<file path="src/rtl/apb_pkg.sv">
// Shared APB definitions: state encoding (matches apb_slave) and bus widths.
package apb_pkg;

  localparam int APB_ADDR_W = 32;
  localparam int APB_DATA_W = 32;

  localparam logic [1:0] IDLE   = 2'd0;
  localparam logic [1:0] SETUP  = 2'd1;
  localparam logic [1:0] ACCESS = 2'd2;

  typedef enum logic [1:0] {
    S_IDLE   = IDLE,
    S_SETUP  = SETUP,
    S_ACCESS = ACCESS
  } apb_state_e;

endpackage

</file>
<file path="src/rtl/apb_wait_timer.sv">
// Wait-state counter for an APB ACCESS phase. Clear resets the count, enable
// advances it, expired is high while the count equals the limit.
module apb_wait_timer (
  input  logic        i_clk,
  input  logic        i_reset_n,
  input  logic        clear,
  input  logic        enable,
  input  logic [15:0] limit,
  output logic        expired
);

  logic [15:0] count;

  // Count wait cycles; clear has priority over enable.
  always_ff @(posedge i_clk) begin
    if (!i_reset_n) begin
      count <= '0;
    end else if (clear) begin
      count <= '0;
    end else if (enable) begin
      count <= count + 16'd1;
    end
  end

  assign expired = (count == limit);

endmodule

</file>
<file path="src/rtl/apb_master.sv">
// Single-outstanding APB requester: valid/ready command in, SETUP/ACCESS
// transfer out, one-cycle response pulse back.
// Optional ACCESS timeout: define APB_MASTER_TIMEOUT_EN.
module apb_master
  import apb_pkg::*;
#(
  parameter int TIMEOUT_CYCLES = 16
) (
  input  logic        i_clk,
  input  logic        i_reset_n,
  input  logic        i_cmd_valid,
  output logic        o_cmd_ready,
  input  logic [31:0] i_cmd_addr,
  input  logic        i_cmd_write,
  input  logic [31:0] i_cmd_wdata,
  output logic        o_rsp_valid,
  output logic [31:0] o_rsp_rdata,
  output logic        o_rsp_err,
  output logic [31:0] PADDR,
  output logic        PWRITE,
  output logic [31:0] PWDATA,
  output logic        PSELx,
  output logic        PENABLE,
  input  logic [31:0] PRDATA,
  input  logic        PREADY,
  input  logic        PSLVERR
);

  localparam logic [15:0] WAIT_LIMIT = 16'(TIMEOUT_CYCLES);

  apb_state_e state, state_n;

  logic [APB_ADDR_W-1:0] paddr_n;
  logic [APB_DATA_W-1:0] pwdata_n;
  logic [APB_DATA_W-1:0] rsp_rdata_n;
  logic                  pwrite_n;
  logic                  psel_n;
  logic                  penable_n;
  logic                  cmd_ready_n;
  logic                  rsp_valid_n;
  logic                  rsp_err_n;
  logic                  timeout_hit;

`ifdef APB_MASTER_TIMEOUT_EN
  logic wait_expired;

  // Count clears while in SETUP so it starts at zero on the first ACCESS edge;
  // it stops advancing once the limit is reached.
  apb_wait_timer u_wait_timer (
    .i_clk     (i_clk),
    .i_reset_n (i_reset_n),
    .clear     (state == S_SETUP),
    .enable    ((state == S_ACCESS) && !PREADY && !wait_expired),
    .limit     (WAIT_LIMIT),
    .expired   (wait_expired)
  );

  assign timeout_hit = wait_expired;
`else
  logic unused_timeout_cfg;

  assign unused_timeout_cfg = ^WAIT_LIMIT;
  assign timeout_hit        = 1'b0;
`endif

  // State and registered outputs; every output resets to 0 except cmd_ready.
  always_ff @(posedge i_clk) begin
    if (!i_reset_n) begin
      state       <= S_IDLE;
      o_cmd_ready <= 1'b1;
      o_rsp_valid <= 1'b0;
      o_rsp_rdata <= '0;
      o_rsp_err   <= 1'b0;
      PADDR       <= '0;
      PWRITE      <= 1'b0;
      PWDATA      <= '0;
      PSELx       <= 1'b0;
      PENABLE     <= 1'b0;
    end else begin
      state       <= state_n;
      o_cmd_ready <= cmd_ready_n;
      o_rsp_valid <= rsp_valid_n;
      o_rsp_rdata <= rsp_rdata_n;
      o_rsp_err   <= rsp_err_n;
      PADDR       <= paddr_n;
      PWRITE      <= pwrite_n;
      PWDATA      <= pwdata_n;
      PSELx       <= psel_n;
      PENABLE     <= penable_n;
    end
  end

  // Next-state and next-output logic; everything holds unless a state acts.
  always_comb begin
    state_n     = state;
    cmd_ready_n = o_cmd_ready;
    rsp_valid_n = 1'b0;
    rsp_rdata_n = o_rsp_rdata;
    rsp_err_n   = o_rsp_err;
    paddr_n     = PADDR;
    pwrite_n    = PWRITE;
    pwdata_n    = PWDATA;
    psel_n      = PSELx;
    penable_n   = PENABLE;

    case (state)
      S_IDLE: begin
        cmd_ready_n = 1'b1;
        if (i_cmd_valid) begin
          paddr_n     = i_cmd_addr;
          pwrite_n    = i_cmd_write;
          pwdata_n    = i_cmd_wdata;
          psel_n      = 1'b1;
          penable_n   = 1'b0;
          cmd_ready_n = 1'b0;
          state_n     = S_SETUP;
        end
      end
      S_SETUP: begin
        penable_n = 1'b1;
        state_n   = S_ACCESS;
      end
      S_ACCESS: begin
        // A ready on the limit edge completes normally; timeout only without it.
        if (PREADY) begin
          rsp_valid_n = 1'b1;
          rsp_err_n   = PSLVERR;
          rsp_rdata_n = PWRITE ? '0 : PRDATA;
          psel_n      = 1'b0;
          penable_n   = 1'b0;
          cmd_ready_n = 1'b1;
          state_n     = S_IDLE;
        end else if (timeout_hit) begin
          rsp_valid_n = 1'b1;
          rsp_err_n   = 1'b1;
          rsp_rdata_n = '0;
          psel_n      = 1'b0;
          penable_n   = 1'b0;
          cmd_ready_n = 1'b1;
          state_n     = S_IDLE;
        end
      end
      default: begin
        psel_n      = 1'b0;
        penable_n   = 1'b0;
        cmd_ready_n = 1'b1;
        state_n     = S_IDLE;
      end
    endcase
  end

endmodule

</file>
<file path="config.mk">
export PLATFORM = sky130hd
export DESIGN_NAME = apb_master
export DESIGN_NICKNAME = d
export VERILOG_FILES = /design/src/rtl/apb_pkg.sv /design/src/rtl/apb_wait_timer.sv /design/src/rtl/apb_master.sv
export SDC_FILE = /design/constraint.sdc
export NUM_CORES = 1
export LEC_CHECK = 0
export CORE_ASPECT_RATIO = 0.75
export CORE_MARGIN = 3
export CORE_UTILIZATION = 37
export CTS_CLUSTER_DIAMETER = 80
export CTS_CLUSTER_SIZE = 30
export DETAILED_ROUTE_END_ITERATION = 10
export PLACE_DENSITY = 0.84
export SKIP_LAST_GASP = 1
export SLEW_MARGIN = 20
export SYNTH_ARGS = -nofsm -noshare
export SYNTH_HDL_FRONTEND = slang
export SYNTH_HIERARCHICAL = 1
export SYNTH_SLANG_ARGS = --single-unit
</file>
<file path="constraint.sdc">
create_clock -name i_clk -period 1.3 [get_ports i_clk]
set_clock_uncertainty 0.2 [all_clocks]
set_input_delay 0.26 -clock i_clk [delete_from_list [all_inputs] [get_ports i_clk]]
set_output_delay 0.26 -clock i_clk [all_outputs]
set_load 0.02 [all_outputs]
</file>
== Word level (Yosys, flattened, before mapping) ==
Index checks and enable logic that the tools add are counted.

* Register bits after elaboration: 104
* Output and inout bits: 102

* Eq/ne operators: 4
* Muxes and demuxes: 13
* Bitwise logic cells: 1
* Reductions and logical operators: 7

{| class="wikitable"
|+ Operator list
! kind !! count
|-
| 2-to-1 mux 32 bit || 1
|-
| AND reduction 2 bit || 5
|-
| one-hot mux 1 bit (3 select lines) || 3
|-
| 2-to-1 mux 1 bit || 6
|-
| one-hot mux 2 bit (3 select lines) || 1
|-
| 2-to-1 mux 2 bit || 2
|-
| != test 2 bit (second input constant) || 2
|-
| AND reduction 3 bit || 1
|-
| equality test 2 x 1 -> 1 bit (second input constant) || 1
|-
| equality test 2 bit (second input constant) || 1
|-
| zero test 2 bit || 1
|-
| NOT 1 bit || 1
|}

== Logic depth before layout (Yosys ltp) ==
* Depth in word-level cells: 3
* Gate-level depth with buffers: 5

== Worst setup path before layout ==
OpenSTA, ideal clock, no wires.

* Kind: register to register
* From: register PENABLE (netlist name)
* To: register state[0]
* Setup time: 115 ps
* Data arrival time: 1147 ps
* Required time: 985 ps
* Slack: -162 ps
* Cell stages (with the launch flop): 6
* Buffers on the path: 3
* Cells stage by stage: dfxtp_1 nor3b_2 buf_6 buf_8 buf_12 and2_1

{| class="wikitable"
|+ RTL lines
! item !! line !! text
|-
| to (signal assigned) || apb_master.sv:80 || <nowiki>state <= state_n;</nowiki>
|-
| to (decl) || apb_master.sv:31 || <nowiki>apb_state_e state, state_n;</nowiki>
|}

==> impl_results.md <==
* Outcome: complete, but fails checks
* Failing checks: setup timing
* Hold Path Origin: i_reset_n
* Maximum root-to-sink buffer count at 2
* Ant diodes at 0
* Initial Utilization at 38.3%
* Total wire length at 13100 um
* CP Capture Type: register
* Post-route antenna net violation count at 0
* Fin. Hold Viols at 0
* Syn avg cell area at 9.48 um2
* Number of global-route vias before repair at 3948
* Top cell family by delay on the critical path: flip-flops
* RR Startpoint: PENABLE$_SDFFE_PN0P_
* P per Cell Area at 1070 mW/mm2
* Global-route wire length before repair at 20000 um
* Ys Warns at 6
* IO Count at 204
* Total congestion overflow at 0
* Worst setup margin at -171 ps
* Largest fanout on the critical path at 10
* Hold buffer count at cts at 0
* Placed cell count at 769
* R2R Setup Slk at -170 ps
* Mapped Cells at 447
* WL/cell at 16.3 um
* CTS tree: built
* GRT Util Overall at 19.6%
* Initial antenna violation count at 0
* Synth top area share at 48.7%
* Critical path arrival at 1510 ps
* Via density at 4.79
* Crit-path cells: nor3b_4 > buf_6 > buf_12 > mux2i_1
* Setup Crit Path Kind: reg2reg
* Die X at 130 um
* H-tree level count at 3
* Fraction of final layout cells with drive strength greater than 1 at 37.8%
* Synth cell types at 20
* First drt pass iteration count at 4
* Crit-path max cell delay at 360 ps
* Iteration-0 DRC Markers at 137
* Total CTS buffers at 9
* Tmin final at 1470 ps
* Hold path cells at 3
* Final Setup Violations at 103
* Top post-synthesis cells by area: dfxtp_1, mux2i_1, nand2_1
* Worst-path cell with the longest stage delay: dfxtp_4
* Peak supply drop at 688 uV
* Startpoint Class: register
* Final core utilization at 65.1%
* R2r worst-path depth at 4
* Skew-Pair Late Insertion Delay at 330 ps
* Max_slew headroom at 75.1%
* CP bufs+invs at 2
* CTS sink cnt at 103
* Worst-Margin Slew at 373 ps
* Placement Rows at 33
* RSZ-0062 raised after global routing: true
* Hold path endpoint: o_cmd_ready$_SDFFE_PN1P_
* Fill cell total of the finished layout at 859
* Synthesis-stage register bit count at 103
* Mapped Area at 0.00424 mm2
* Mapped Nets at 549
* Largest net degree at the start of global routing at 96
* Fmax achieved at 680 MHz
* Full die area at 0.0128 mm2
* Detailed Place HPWL at 8620 um
* Reg2reg end: PWDATA[2]$_SDFFE_PN0P_
* Area delta synth->final at 70.1%
* CP required at 1340 ps
* DR vias at 3850
* Seq/Total Area, Yosys at 48.7%
* Fin crit share at 113%
* Instance count on the critical path at 4
* GP Congestion at 0.801
* Post-Layout Cell Count at 804
* Remaining DRCs at 0
* Leakage at 0.00301 uW
* Core Region at 0.0111 mm2
* Cell taking the most area after synthesis: dfxtp_1
* Clk pin slew, worst setup/hold paths at 70 ps
* Die Ht at 98.7 um
* Max-Cap Viols at 0
* Worst hold path type: in2reg
* Port bufs at 203
* Final #Nets at 761
* Root buffer cell: clkbuf_16
* Max-slew violations at 0
## routing by layer
layer	GRT usage [%]	up-vias	wire (um)
met5	0	-	0
met4	4.47	0	190
met3	6.83	17	964
met2	33.1	143	6230
met1	24.0	1800	5690
li1	-	1890	-
## metrics by stage
stage	setup slack, ps	power (uW)	setup TNS [ps]	cell area [um2]	hold WS (ps)
finish	-171	7710	-11080	7210	120
detailed placement	-554	5010	-56140	6430	251
CTS	-152	7690	-10280	6840	104
global route	-238	8050	-17700	7210	115
global placement	-488	4970	-52250	6430	241
floorplan	-69.8	4230	-1310	4240	202
## power breakdown
| group | switching, uW | internal, uW | leakage [uW] |
|---|---|---|---|
| combinational | 731 | 947 | 0.00200 |
| clock | 1130 | 1410 | 0.000133 |
| sequential | 125 | 3360 | 0.000880 |
## layout by cell type (no fill, tap or decap), types with 2 or more instances in the layout
master / n
and2_1: 2
buf_12: 12
buf_16: 5
buf_4: 54
buf_6: 63
clkbuf_1: 3
clkbuf_16: 12
clkbuf_8: 2
clkdlybuf4s50_1: 99
dfxtp_1: 12
dfxtp_2: 89
dfxtp_4: 2
mux2i_1: 94
mux2i_2: 4
nand2_1: 164
nand3b_1: 32
nor3b_1: 2
## tightest hold or removal path, cell delays in order
cell	delay [ps]
buf_4	130
buf_12	160
o31ai_4	60
## flip-flops by register name (all words and copies together) (netlist names)
signal	count
PSELx	1
PWDATA	32
PWRITE	1
state	1
o_rsp_rdata	32
o_rsp_err	1
PADDR	32
PENABLE	1
o_rsp_valid	1
o_cmd_ready	1
## Yosys cell counts, drive strengths merged
cell,number
nor2b,1
nand2,164
dfxtp,103
o21a,1
mux2i,98
nor3b,3
and2,3
buf,15
o31ai,1
nand3b,32
nor4b,1
clkbuf,22
a22o,1
and3b,1
o21ai,1
## worst max-delay path by stage
stage                              endpoint                 start  slack [ps]
global route         PWDATA[2]$_SDFFE_PN0P_  PENABLE$_SDFFE_PN0P_        -240
CTS                                 PENABLE  PENABLE$_SDFFE_PN0P_        -150
global placement    PWDATA[10]$_SDFFE_PN0P_           i_cmd_valid        -490
detailed placement  PWDATA[12]$_SDFFE_PN0P_           i_cmd_valid        -550
floorplan            PADDR[12]$_SDFFE_PN0P_  PENABLE$_SDFFE_PN0P_         -70
finish               PWDATA[2]$_SDFFE_PN0P_  PENABLE$_SDFFE_PN0P_        -170
## kinds of logic (layout without fill, tap and decap cells)
logic type / Yosys count / after routing / synth area share (%)
muxes: 98 / 98 / 23.2
AOI/OAI and AO/OA: 4 / 4 / 0.679
and+or+nand+nor: 205 / 205 / 21.9
DFF: 103 / 103 / 48.7
buffers and inverters: 37 / 254 / 5.64
## cell type report
class / instances / area, um2 / area share [%]
Sequential cell: 103 / 2180 / 30.3
Tap cell: 140 / 175 / 2.43
Clock inverter: 2 / 13.8 / 0.191
Timing Repair Buffer: 238 / 2580 / 35.8
Multi-Input combinational cell: 307 / 1990 / 27.6
Clock buffer: 14 / 264 / 3.66
## what timing repair did
action	CTS	global route
setup endpoints to repair	204	194
setup buffers	9	4
pin swaps	4	1
gates cloned	7	3
gates resized for setup	554	134
(Power assumes the default switching activity.)
